$ cat config.mk
export PLATFORM = sky130hd
export DESIGN_NAME = hazard_sequencer_flat
export DESIGN_NICKNAME = d
export VERILOG_FILES = /design/src/rtl/hazard_sequencer_pkg.sv /design/src/rtl/hazard_sequencer_if.sv /design/src/rtl/hazard_sequencer_sat_counter.sv /design/src/rtl/hazard_sequencer.sv /design/src/flat_wrapper.sv
export SDC_FILE = /design/constraint.sdc
export NUM_CORES = 1
export LEC_CHECK = 0
export CORE_MARGIN = 5
export CORE_UTILIZATION = 45
export CTS_BUF_LIST = sky130_fd_sc_hd__clkbuf_16
export CTS_CLUSTER_SIZE = 40
export DETAILED_ROUTE_END_ITERATION = 6
export MAX_ROUTING_LAYER = met4
export PLACE_DENSITY = 0.74
export RECOVER_POWER = 50
export SYNTH_ARGS = -nofsm -noshare
export SYNTH_HDL_FRONTEND = slang
export SYNTH_SLANG_ARGS = --single-unit
$ cat constraint.sdc
create_clock -name clk -period 4.6 [get_ports clk]
set_input_delay 0.69 -clock clk [delete_from_list [all_inputs] [get_ports clk]]
set_output_delay 0.69 -clock clk [all_outputs]
set_load 0.02 [all_outputs]
$ cat src/rtl/hazard_sequencer_pkg.sv
// Shared pipeline-control definitions for the RV32 hazard sequencer:
// PC-select encodings, FSM states and the packed control-output bundle.
`default_nettype none

package core_ctrl_pkg;

  localparam logic [1:0] PCSEL_SEQ  = 2'b00;
  localparam logic [1:0] PCSEL_BR   = 2'b01;
  localparam logic [1:0] PCSEL_JALR = 2'b10;

  localparam logic [4:0] REG_X0 = 5'd0;

  typedef enum logic [1:0] {
    ST_RUN      = 2'd0,
    ST_MEM_WAIT = 2'd1,
    ST_MDU_WAIT = 2'd2
  } state_e;

  typedef struct packed {
    logic [1:0] pc_sel;
    logic       pc_write;
    logic       if_id_write;
    logic       id_ex_write;
    logic       ex_mem_write;
    logic       mem_wb_write;
    logic       if_id_flush;
    logic       id_ex_flush;
  } ctrl_t;

  // Field order: {pc_sel, pc/if_id/id_ex/ex_mem/mem_wb write, if_id/id_ex flush}
  localparam ctrl_t CTRL_RUN    = ctrl_t'({PCSEL_SEQ, 5'b11111, 2'b00});
  localparam ctrl_t CTRL_HOLD   = ctrl_t'({PCSEL_SEQ, 5'b00000, 2'b00});
  localparam ctrl_t CTRL_MDU    = ctrl_t'({PCSEL_SEQ, 5'b00001, 2'b00});
  localparam ctrl_t CTRL_BUBBLE = ctrl_t'({PCSEL_SEQ, 5'b00111, 2'b01});
  localparam ctrl_t CTRL_RESET  = ctrl_t'({PCSEL_SEQ, 5'b00000, 2'b11});

  function automatic ctrl_t ctrl_redirect(input logic [1:0] sel);
    return ctrl_t'({sel, 5'b11111, 2'b11});
  endfunction

endpackage

`default_nettype wire

$ cat src/rtl/hazard_sequencer_if.sv
// Pipeline-side view of the hazard sequencer: hazard inputs from ID/EX/MEM
// and the PC-select, write-enable, flush and counter outputs.
`default_nettype none

interface hazard_sequencer_if #(
  parameter int CNT_W = 16
);
  logic [1:0]       branch_ctrl;
  logic [4:0]       id_rs1;
  logic [4:0]       id_rs2;
  logic             id_use_rs1;
  logic             id_use_rs2;
  logic [4:0]       ex_rd;
  logic             ex_mem_read;
  logic             ex_mdu;
  logic             mdu_done;
  logic             dmem_busy;

  logic [1:0]       pc_sel;
  logic             pc_write;
  logic             if_id_write;
  logic             id_ex_write;
  logic             ex_mem_write;
  logic             mem_wb_write;
  logic             if_id_flush;
  logic             id_ex_flush;
  logic             mdu_timeout;
  logic [CNT_W-1:0] stall_cnt;
  logic [CNT_W-1:0] flush_cnt;

  modport master (
    output branch_ctrl, id_rs1, id_rs2, id_use_rs1, id_use_rs2,
           ex_rd, ex_mem_read, ex_mdu, mdu_done, dmem_busy,
    input  pc_sel, pc_write, if_id_write, id_ex_write, ex_mem_write,
           mem_wb_write, if_id_flush, id_ex_flush, mdu_timeout,
           stall_cnt, flush_cnt
  );

  modport slave (
    input  branch_ctrl, id_rs1, id_rs2, id_use_rs1, id_use_rs2,
           ex_rd, ex_mem_read, ex_mdu, mdu_done, dmem_busy,
    output pc_sel, pc_write, if_id_write, id_ex_write, ex_mem_write,
           mem_wb_write, if_id_flush, id_ex_flush, mdu_timeout,
           stall_cnt, flush_cnt
  );
endinterface

`default_nettype wire

$ cat src/rtl/hazard_sequencer_sat_counter.sv
// Saturating event counter with asynchronous active-low clear.
`default_nettype none

module sat_counter #(
  parameter int CNT_W = 16
) (
  input  logic             clk,
  input  logic             rst,
  input  logic             inc_i,
  output logic [CNT_W-1:0] count_o
);

  logic [CNT_W-1:0] count_q;

  always_ff @(posedge clk or negedge rst) begin
    if (!rst) begin
      count_q <= '0;
    end else if (inc_i && (count_q != {CNT_W{1'b1}})) begin
      count_q <= count_q + 1'b1;
    end
  end

  assign count_o = count_q;

endmodule

`default_nettype wire

$ cat src/rtl/hazard_sequencer.sv
// Pipeline-control FSM for the 5-stage RV32 core: resolves memory, MDU,
// redirect and load-use hazards into PC select, stage enables and flushes.
`default_nettype none

module hazard_sequencer
  import core_ctrl_pkg::*;
#(
  parameter int CNT_W       = 16,
  parameter int MDU_MAX_CYC = 34
) (
  input  logic               clk,
  input  logic               rst,
  hazard_sequencer_if.slave  bus
);

  localparam int MDU_CYC_W = $clog2(MDU_MAX_CYC + 1);
  localparam logic [MDU_CYC_W-1:0] MDU_CYC_MAX = MDU_CYC_W'(MDU_MAX_CYC);

  state_e               state_q, state_d;
  logic [1:0]           pend_sel_q, pend_sel_d;
  logic [MDU_CYC_W-1:0] mdu_cyc_q, mdu_cyc_d;
  logic                 mdu_timeout_q, mdu_timeout_d;

  ctrl_t      w_ctrl;
  logic       w_redirect;
  logic [1:0] w_sel;
  logic       w_eval;
  logic       w_br_valid;
  logic       w_load_use;
  logic       w_mdu_start;

  logic [CNT_W-1:0] w_stall_cnt;
  logic [CNT_W-1:0] w_flush_cnt;

  assign w_br_valid  = (bus.branch_ctrl == PCSEL_BR) || (bus.branch_ctrl == PCSEL_JALR);
  assign w_mdu_start = bus.ex_mdu && !bus.mdu_done;
  assign w_load_use  = bus.ex_mem_read && (bus.ex_rd != REG_X0) &&
                       ((bus.id_use_rs1 && (bus.id_rs1 == bus.ex_rd)) ||
                        (bus.id_use_rs2 && (bus.id_rs2 == bus.ex_rd)));

  always_comb begin
    w_ctrl        = CTRL_RUN;
    w_redirect    = 1'b0;
    w_sel         = bus.branch_ctrl;
    w_eval        = 1'b0;
    state_d       = state_q;
    pend_sel_d    = pend_sel_q;
    mdu_cyc_d     = mdu_cyc_q;
    mdu_timeout_d = mdu_timeout_q;

    case (state_q)
      ST_RUN: w_eval = 1'b1;

      ST_MEM_WAIT: begin
        if (bus.dmem_busy) begin
          w_ctrl = CTRL_HOLD;
        end else begin
          state_d    = ST_RUN;
          pend_sel_d = PCSEL_SEQ;
          // A redirect captured on entry wins over anything decoded now.
          if (pend_sel_q != PCSEL_SEQ) begin
            w_redirect = 1'b1;
            w_sel      = pend_sel_q;
          end else begin
            w_eval = 1'b1;
          end
        end
      end

      ST_MDU_WAIT: begin
        if (mdu_cyc_q != MDU_CYC_MAX) begin
          mdu_cyc_d = mdu_cyc_q + 1'b1;
        end
        if (bus.dmem_busy) begin
          w_ctrl = CTRL_HOLD;
        end else if (bus.mdu_done || (mdu_cyc_q == MDU_CYC_MAX)) begin
          state_d = ST_RUN;
          if (!bus.mdu_done) begin
            mdu_timeout_d = 1'b1;
          end
          // EX was held, so a redirect it carries is only acted on now.
          w_redirect = w_br_valid;
        end else begin
          w_ctrl = CTRL_MDU;
        end
      end

      default: state_d = ST_RUN;
    endcase

    if (w_eval) begin
      if (bus.dmem_busy) begin
        w_ctrl     = CTRL_HOLD;
        state_d    = ST_MEM_WAIT;
        pend_sel_d = w_br_valid ? bus.branch_ctrl : PCSEL_SEQ;
      end else if (w_mdu_start) begin
        w_ctrl    = CTRL_MDU;
        state_d   = ST_MDU_WAIT;
        mdu_cyc_d = MDU_CYC_W'(1);
      end else if (w_br_valid) begin
        w_redirect = 1'b1;
      end else if (w_load_use) begin
        w_ctrl = CTRL_BUBBLE;
      end
    end

    if (w_redirect) begin
      w_ctrl = ctrl_redirect(w_sel);
    end

    if (!rst) begin
      w_ctrl = CTRL_RESET;
    end
  end

  always_ff @(posedge clk or negedge rst) begin
    if (!rst) begin
      state_q       <= ST_RUN;
      pend_sel_q    <= PCSEL_SEQ;
      mdu_cyc_q     <= '0;
      mdu_timeout_q <= 1'b0;
    end else begin
      state_q       <= state_d;
      pend_sel_q    <= pend_sel_d;
      mdu_cyc_q     <= mdu_cyc_d;
      mdu_timeout_q <= mdu_timeout_d;
    end
  end

  sat_counter #(.CNT_W(CNT_W)) u_stall_cnt (
    .clk     (clk),
    .rst     (rst),
    .inc_i   (!w_ctrl.pc_write),
    .count_o (w_stall_cnt)
  );

  sat_counter #(.CNT_W(CNT_W)) u_flush_cnt (
    .clk     (clk),
    .rst     (rst),
    .inc_i   (w_redirect),
    .count_o (w_flush_cnt)
  );

  assign bus.pc_sel       = w_ctrl.pc_sel;
  assign bus.pc_write     = w_ctrl.pc_write;
  assign bus.if_id_write  = w_ctrl.if_id_write;
  assign bus.id_ex_write  = w_ctrl.id_ex_write;
  assign bus.ex_mem_write = w_ctrl.ex_mem_write;
  assign bus.mem_wb_write = w_ctrl.mem_wb_write;
  assign bus.if_id_flush  = w_ctrl.if_id_flush;
  assign bus.id_ex_flush  = w_ctrl.id_ex_flush;
  assign bus.mdu_timeout  = mdu_timeout_q;
  assign bus.stall_cnt    = w_stall_cnt;
  assign bus.flush_cnt    = w_flush_cnt;

endmodule

`default_nettype wire

$ cat src/flat_wrapper.sv
// flat-port wrapper written by rule: the top's interface ports become plain ports
module hazard_sequencer_flat import core_ctrl_pkg::*;
#(
  parameter int CNT_W       = 16,
  parameter int MDU_MAX_CYC = 34
)
  (clk, rst, bus_branch_ctrl, bus_id_rs1, bus_id_rs2, bus_id_use_rs1, bus_id_use_rs2, bus_ex_rd, bus_ex_mem_read, bus_ex_mdu, bus_mdu_done, bus_dmem_busy, bus_pc_sel, bus_pc_write, bus_if_id_write, bus_id_ex_write, bus_ex_mem_write, bus_mem_wb_write, bus_if_id_flush, bus_id_ex_flush, bus_mdu_timeout, bus_stall_cnt, bus_flush_cnt);
  hazard_sequencer_if #(.CNT_W(CNT_W)) bus_i ();
  input  logic clk;
  input  logic rst;
  input wire logic [$bits(bus_i.branch_ctrl)-1:0] bus_branch_ctrl;
  input wire logic [$bits(bus_i.id_rs1)-1:0] bus_id_rs1;
  input wire logic [$bits(bus_i.id_rs2)-1:0] bus_id_rs2;
  input wire logic [$bits(bus_i.id_use_rs1)-1:0] bus_id_use_rs1;
  input wire logic [$bits(bus_i.id_use_rs2)-1:0] bus_id_use_rs2;
  input wire logic [$bits(bus_i.ex_rd)-1:0] bus_ex_rd;
  input wire logic [$bits(bus_i.ex_mem_read)-1:0] bus_ex_mem_read;
  input wire logic [$bits(bus_i.ex_mdu)-1:0] bus_ex_mdu;
  input wire logic [$bits(bus_i.mdu_done)-1:0] bus_mdu_done;
  input wire logic [$bits(bus_i.dmem_busy)-1:0] bus_dmem_busy;
  output wire logic [$bits(bus_i.pc_sel)-1:0] bus_pc_sel;
  output wire logic [$bits(bus_i.pc_write)-1:0] bus_pc_write;
  output wire logic [$bits(bus_i.if_id_write)-1:0] bus_if_id_write;
  output wire logic [$bits(bus_i.id_ex_write)-1:0] bus_id_ex_write;
  output wire logic [$bits(bus_i.ex_mem_write)-1:0] bus_ex_mem_write;
  output wire logic [$bits(bus_i.mem_wb_write)-1:0] bus_mem_wb_write;
  output wire logic [$bits(bus_i.if_id_flush)-1:0] bus_if_id_flush;
  output wire logic [$bits(bus_i.id_ex_flush)-1:0] bus_id_ex_flush;
  output wire logic [$bits(bus_i.mdu_timeout)-1:0] bus_mdu_timeout;
  output wire logic [$bits(bus_i.stall_cnt)-1:0] bus_stall_cnt;
  output wire logic [$bits(bus_i.flush_cnt)-1:0] bus_flush_cnt;
  assign bus_i.branch_ctrl = bus_branch_ctrl;
  assign bus_i.id_rs1 = bus_id_rs1;
  assign bus_i.id_rs2 = bus_id_rs2;
  assign bus_i.id_use_rs1 = bus_id_use_rs1;
  assign bus_i.id_use_rs2 = bus_id_use_rs2;
  assign bus_i.ex_rd = bus_ex_rd;
  assign bus_i.ex_mem_read = bus_ex_mem_read;
  assign bus_i.ex_mdu = bus_ex_mdu;
  assign bus_i.mdu_done = bus_mdu_done;
  assign bus_i.dmem_busy = bus_dmem_busy;
  assign bus_pc_sel = bus_i.pc_sel;
  assign bus_pc_write = bus_i.pc_write;
  assign bus_if_id_write = bus_i.if_id_write;
  assign bus_id_ex_write = bus_i.id_ex_write;
  assign bus_ex_mem_write = bus_i.ex_mem_write;
  assign bus_mem_wb_write = bus_i.mem_wb_write;
  assign bus_if_id_flush = bus_i.if_id_flush;
  assign bus_id_ex_flush = bus_i.id_ex_flush;
  assign bus_mdu_timeout = bus_i.mdu_timeout;
  assign bus_stall_cnt = bus_i.stall_cnt;
  assign bus_flush_cnt = bus_i.flush_cnt;
  hazard_sequencer #(.CNT_W(CNT_W), .MDU_MAX_CYC(MDU_MAX_CYC)) u_core (.clk(clk), .rst(rst), .bus(bus_i));
endmodule
# [Yosys cells after proc, flatten, opt, wreduce, memory -nomap -nowiden]
# Cells that the tools add are included.
[word_totals] register_bits=43 latch_bits=0 mem_bits_rw=0 mem_bits_ro=0 inputBits=25 output_inout_bits=42 word_cells=80 mem_count=0
[classes] add_sub_neg=3 mul=0 div=0 n_lt_le_gt_ge=0 eq_ne=10 n_shift=0 muxes=43 bitwise_logic=2 reduce_logical=16
[op_table] op="9-bit two-way mux" count=8
[op_table] op="16-bit by 1-bit adder with 16-bit output, second input constant" count=2
[op_table] op="16-bit inequality test, second input constant" count=2
[op_table] op="6-bit two-way mux" count=5
[op_table] op="2-bit two-way mux" count=14
[op_table] op="9-bit one-hot mux with 2 select lines" count=1
[op_table] op="7-bit two-way mux" count=2
[op_table] op="5-bit == test" count=2
[op_table] op="1-bit two-way mux" count=10
[op_table] op="1-bit logical AND" count=7
[op_table] op="6-bit by 1-bit adder with 6-bit output, second input constant" count=1
[op_table] op="6-bit == test, second input constant" count=1
[op_table] op="6-bit inequality test, second input constant" count=1
[op_table] op="2-bit one-hot mux with 3 select lines" count=1
[op_table] op="5-bit nonzero test" count=1
[op_table] op="2-bit by 1-bit == test with 1-bit output, second input constant" count=2
[op_table] op="2-bit == test, second input constant" count=2
[op_table] op="1-bit one-hot mux with 2 select lines" count=2
[op_table] op="4-bit AND reduction" count=1
[op_table] op="1-bit logical OR" count=3
[op_table] op="1-bit logical NOT" count=2
[op_table] op="2-bit logical NOT" count=1
[op_table] op="1-bit inverter" count=2
[op_table] op="2-bit nonzero test" count=1

# [Longest topological paths before layout]
[depth] ltp_word=14 depth_mapped=10 depth_no_buf=8

# [Modules after synthesis]
# A second synthesis with hierarchy kept.
[hier_totals] cells_unflattened=267 hier_area_um2=2748.9
[modules_own_cells] mod="sat_counter" n_inst=2 cells_each=72 area_per_inst_um2=859.6
[modules_own_cells] mod="hazard_sequencer" n_inst=1 cells_each=123 area_per_inst_um2=1029.7

# [Worst setup path after synthesis]
# No wires, ideal clock.
[synth_path] kind="input to output" from="input port bus_ex_rd[0]" to="output port bus_id_ex_write" arrival_ns=2.288 slack_ns=1.622 stages=7 n_path_buf=1 cell_sequence="xnor2_1 nand4_1 o22ai_1 or3b_2 nor3_1 o31a_1 buf_4"
[synth_between] elab_chain_cells=11 elab_cells_between_ends=15
[synth_lines] element="from (decl)" line_no="flat_wrapper.sv:16" rtl="input wire logic [$bits(bus_i.ex_rd)-1:0] bus_ex_rd;"
[synth_lines] element="5-bit == test, on equally long branches" line_no="hazard_sequencer.sv:38, hazard_sequencer.sv:39"
[synth_lines] element="1-bit logical AND, on equally long branches" line_no="hazard_sequencer.sv:38, hazard_sequencer.sv:39"
[synth_lines] element="1-bit logical OR" line_no="hazard_sequencer.sv:38" rtl="((bus.id_use_rs1 && (bus.id_rs1 == bus.ex_rd)) ||"
[synth_lines] element="1-bit logical AND (*)" line_no="hazard_sequencer.sv:37" rtl="assign w_load_use = bus.ex_mem_read && (bus.ex_rd != REG_X0) &&"
[synth_lines] element="9-bit two-way mux (*)" line_no="hazard_sequencer.sv:102" rtl="end else if (w_load_use) begin"
[synth_lines] element="9-bit two-way mux (*)" line_no="hazard_sequencer.sv:100" rtl="end else if (w_br_valid) begin"
[synth_lines] element="9-bit two-way mux (*)" line_no="hazard_sequencer.sv:96" rtl="end else if (w_mdu_start) begin"
[synth_lines] element="9-bit two-way mux (*)" line_no="hazard_sequencer.sv:92" rtl="if (bus.dmem_busy) begin"
[synth_lines] element="9-bit two-way mux (*)" line_no="hazard_sequencer.sv:91" rtl="if (w_eval) begin"
[synth_lines] element="9-bit two-way mux (*)" line_no="hazard_sequencer.sv:107" rtl="if (w_redirect) begin"
[synth_lines] element="9-bit two-way mux (*)" line_no="hazard_sequencer.sv:111" rtl="if (!rst) begin"
[synth_lines] element="to (decl)" line_no="flat_wrapper.sv:24" rtl="output wire logic [$bits(bus_i.id_ex_write)-1:0] bus_id_ex_write;"
# Every way passes the cells marked *; elsewhere a longest branch is shown, timed or not.

# [Worst setup path after layout]
[layout_path] from="input port bus_ex_rd[3]" to="output port bus_ex_mem_write"
[layout_between] elab_chain_cells=11 elab_cells_between_ends=15
[layout_lines] element="5-bit == test, on equally long branches" line_no="hazard_sequencer.sv:38, hazard_sequencer.sv:39"
[layout_lines] element="1-bit logical AND, on equally long branches" line_no="hazard_sequencer.sv:38, hazard_sequencer.sv:39"
[layout_lines] element="1-bit logical OR" line_no="hazard_sequencer.sv:38"
[layout_lines] element="1-bit logical AND (*)" line_no="hazard_sequencer.sv:37"
[layout_lines] element="9-bit two-way mux (*)" line_no="hazard_sequencer.sv:102"
[layout_lines] element="9-bit two-way mux (*)" line_no="hazard_sequencer.sv:100"
[layout_lines] element="9-bit two-way mux (*)" line_no="hazard_sequencer.sv:96"
[layout_lines] element="9-bit two-way mux (*)" line_no="hazard_sequencer.sv:92"
[layout_lines] element="9-bit two-way mux (*)" line_no="hazard_sequencer.sv:91"
[layout_lines] element="9-bit two-way mux (*)" line_no="hazard_sequencer.sv:107"
[layout_lines] element="9-bit two-way mux (*)" line_no="hazard_sequencer.sv:111"
[layout_lines] element="to (decl)" line_no="flat_wrapper.sv:25" rtl="output wire logic [$bits(bus_i.ex_mem_write)-1:0] bus_ex_mem_write;"
# Marked as above.

==> impl_metrics.csv <==
group,metric,value,unit
worst_setup_path,slowest_stage,"clkdlybuf4s50_1",
timing,fin_skew,0.00548,ns
cells_and_area,instances_no_fill,402,
route,wl_per_cell,14.7,um
synth,yosys-top-cells-count,"dfrtp_1 (43), nand2_1 (28), xnor2_1 (26), nor2_1 (20), xor2_1 (18)",
synth,yosysTopAreaCell,"dfrtp_1",
synth,synth_edf_count,0,
die,die_w,87.0,um
clock_tree,clkTransAtPathRegs,0.06,ns
timing,drv_slew,33,
synth,syn_nets,295,
die,die_area,7570,um^2
timing,max_freq,0.252,GHz
timing,max-slew-margin-rel,-12.1,%
timing,setup_viol,0,
synth,synth-main-ff-cell,"dfrtp_1",
synth,yosysTopAreaCellShare,40.3,%
worst_setup_path,crit_path_end_kind,"primary output",
die,std_cell_rows,28,
hold_path,hp-class,"register to register",
worst_setup_path,crit_type,"input port to primary output",
route,wirelength,5920,um
pwr,vdd_drop_max,0.000383,V
synth,yosysUniqueCellTypes,58,
synth,seq_area_frac_synth,40.3,%
global_route,track_usage,16.6,%
worst_setup_path,cpPeakStageDelay,0.61,ns
pwr,leakage,1.48,nW
synth,synth.cell_area,2670,um^2
cells_and_area,area_growth,32.3,%
worst_setup_path,crit_fanout,3,
die,pin_count,67,
timing,period_minus_slack,3.97,ns
route,route.detailed.drc,0,
synth,syn_inst,260,
job,cap_violations,1,
cells_and_area,seqCellArea,1080,um^2
placed_design,io_buffers,66,
global_route,first_global_vias,2163,
synth,synth_area_leaders,"dfrtp_1 (40%), xnor2_1 (8.5%), xor2_1 (5.9%)",
worst_setup_path,path_cells,"clkdlybuf4s50_1, xnor2_1, nand4_1, o22ai_1, or3b_2, nor3_1, o31a_1, clkdlybuf4s50_1",
synth,synth_seq_cells,43,
pwr,pwr_density_cell,518,nW/um^2
die,core,5850,um^2
synth,post-synth-top-count-cell,"dfrtp_1",
cells_and_area,final_util,60.3,%
placed_design,dpl.cell_count,394,
clock_tree,holdBufCountCts,0,
cells_and_area,drive_above_1_share,9.79,%
clock_tree,htree_num_levels,2,
placed_design,hpwl,4510,um
clock_tree,cts_buffers,5,
route,ant_nets,0,
timing,rsz0062_at_grt,"no",
global_route,grt_start_max_net_pins,33,
cells_and_area,fin_nets,361,
cells_and_area,n_fill_cell,502,
clock_tree,numClockSinks,43,
cells_and_area,multi_input_area,1490,um^2
route,avgViaCountPerCell,5.39,
global_route,grt_pass1_wl,9910,um
timing,period_share,86.4,%
worst_setup_path,start_kind,"input port",
status,violations,"max-capacitance violations, max-slew violations",
synth,syn_area_per_cell,10.3,um^2
worst_setup_path,worstPathRequired,3.91,ns
clock_tree,clk_path_buf_depth,2,
global_route,antenna_found_initial,0,
worst_setup_path,crit_path_frequent_cell,"clkdlybuf4s50_1",
route,drtIter0Drc,80,
placed_design,gp_congestion,0.778,
synth,async_reset_ff_share,100,%
cells_and_area,antenna_cells,0,
global_route,overflow,0,
clock_tree,cts_tree,"yes",
timing,max_slew.worst_pin.slew,1.68,ns
die,start_util,45.6,%
clock_tree,cts_setup_buffers,0,
clock_tree,cts_root_buffer,"clkbuf_16",
route,firstDrtPassIters,4,
timing,tns,0,ns
timing,hold_viol,0,
route,vias,2165,
clock_tree,cts.repair.resized,0,
synth,yosys_warnings,0,
status,status,"finished, violations left",
clock_tree,clock_latency,0.28,ns
die,die_h,87.0,um
worst_setup_path,cp.arrival,3.28,ns
-- metal layers --
| metal | vias to the layer above | wire, um | GRT usage (%) |
|---|---|---|---|
| met5 | - | 0 | - |
| met4 | 0 | 55 | 3.68 |
| met3 | 8 | 296 | 3.69 |
| met2 | 60 | 2880 | 26.8 |
| met1 | 1045 | 2690 | 21.3 |
| li1 | 1052 | - | - |
-- power by group --
| part | internal (W) | switching, W |
|---|---|---|
| clock network | 0.000256 | 0.000146 |
| logic | 0.000372 | 0.000430 |
| registers | 0.000481 | 0.000143 |
-- per-stage QoR --
step,setup WS [ns],area [um^2],hold WS [ns],power [W]
finish,0.627,3530,0.463,0.00183
global route,0.502,3530,0.490,0.00194
CTS,0.645,3530,0.342,0.00185
detailed placement,0.650,3360,0.464,0.00144
global placement,0.712,3360,0.453,0.00142
floorplan,1.62,2670,0.394,0.00113
-- kinds of logic (layout without fill, tap and decap cells) --
family	after synthesis	in the layout	share of synthesized area [%]
AND/OR/NAND/NOR	104	104	23.9
multiplexers	3	3	1.27
AO/OA/AOI/OAI	36	36	11.4
XOR/XNOR	44	44	14.4
flip-flops	43	43	40.3
buffers and inverters	20	87	3.94
adder cells (fa/ha/maj)	10	10	4.69
-- cell usage in the layout (no fill, tap or decap), drive strengths merged, types with 2 or more instances in the layout --
master	count
o211a	2
xor2	18
nor4	10
clkdlybuf4s50	49
mux2	3
o21ai	5
nor3b	2
clkbuf	7
o211ai	3
nand4	11
inv	12
and3	2
xnor2	26
o21a	3
a32o	2
or2	3
nor3	5
a21oi	7
dfrtp	43
nand3	9
ha	10
nor2	20
o22ai	2
nor4b	3
nor2b	2
dlygate4sd3	16
clkinv	2
nand2	28
and4	2
nand2b	3
-- state kept, by name, indices dropped and copies added (netlist names) --
signal,cells
u_core.u_stall_cnt.count_o,16
u_core.u_flush_cnt.count_o,16
u_core.bus.mdu_timeout,1
u_core.state_q,2
u_core.pend_sel_q,2
u_core.mdu_cyc_q,6
-- path summary, 6_finish.rpt --
path / start / to / slack (ns) / cells after the start
min in group asynchronous: rst / u_core.u_stall_cnt.count_o[2] / 0.56 / 1
hold / removal: u_core.bus.mdu_timeout / u_core.bus.mdu_timeout / 0.46 / 1
setup reg to reg: u_core.state_q[0] / u_core.u_stall_cnt.count_o[1] / 1.89 / 8
hold reg to reg: u_core.bus.mdu_timeout / u_core.bus.mdu_timeout / 0.46 / 1
max in group asynchronous: rst / u_core.u_flush_cnt.count_o[14] / 1.96 / 2
setup / recovery: bus_ex_rd[3] / bus_ex_mem_write / 0.63 / 8
-- area by class of cell --
| class | count | share of cell area [%] |
|---|---|---|
| inverter | 12 | 1.28 |
| multi-input combinational | 197 | 42.1 |
| clock inverter | 3 | 1.24 |
| timing repair buffer | 67 | 18.7 |
| sequential | 43 | 30.5 |
| clock buffer | 5 | 3.55 |
| tap | 75 | 2.66 |
-- critical path, delay by kind of cell --
| family | cells | cell delay [ns] |
|---|---|---|
| simple gates | 3 | 0.85 |
| buf+inv | 2 | 1.15 |
| xor+xnor | 1 | 0.13 |
| compound gates | 2 | 0.46 |
No activity file was read; power rests on OpenSTA's default activity.
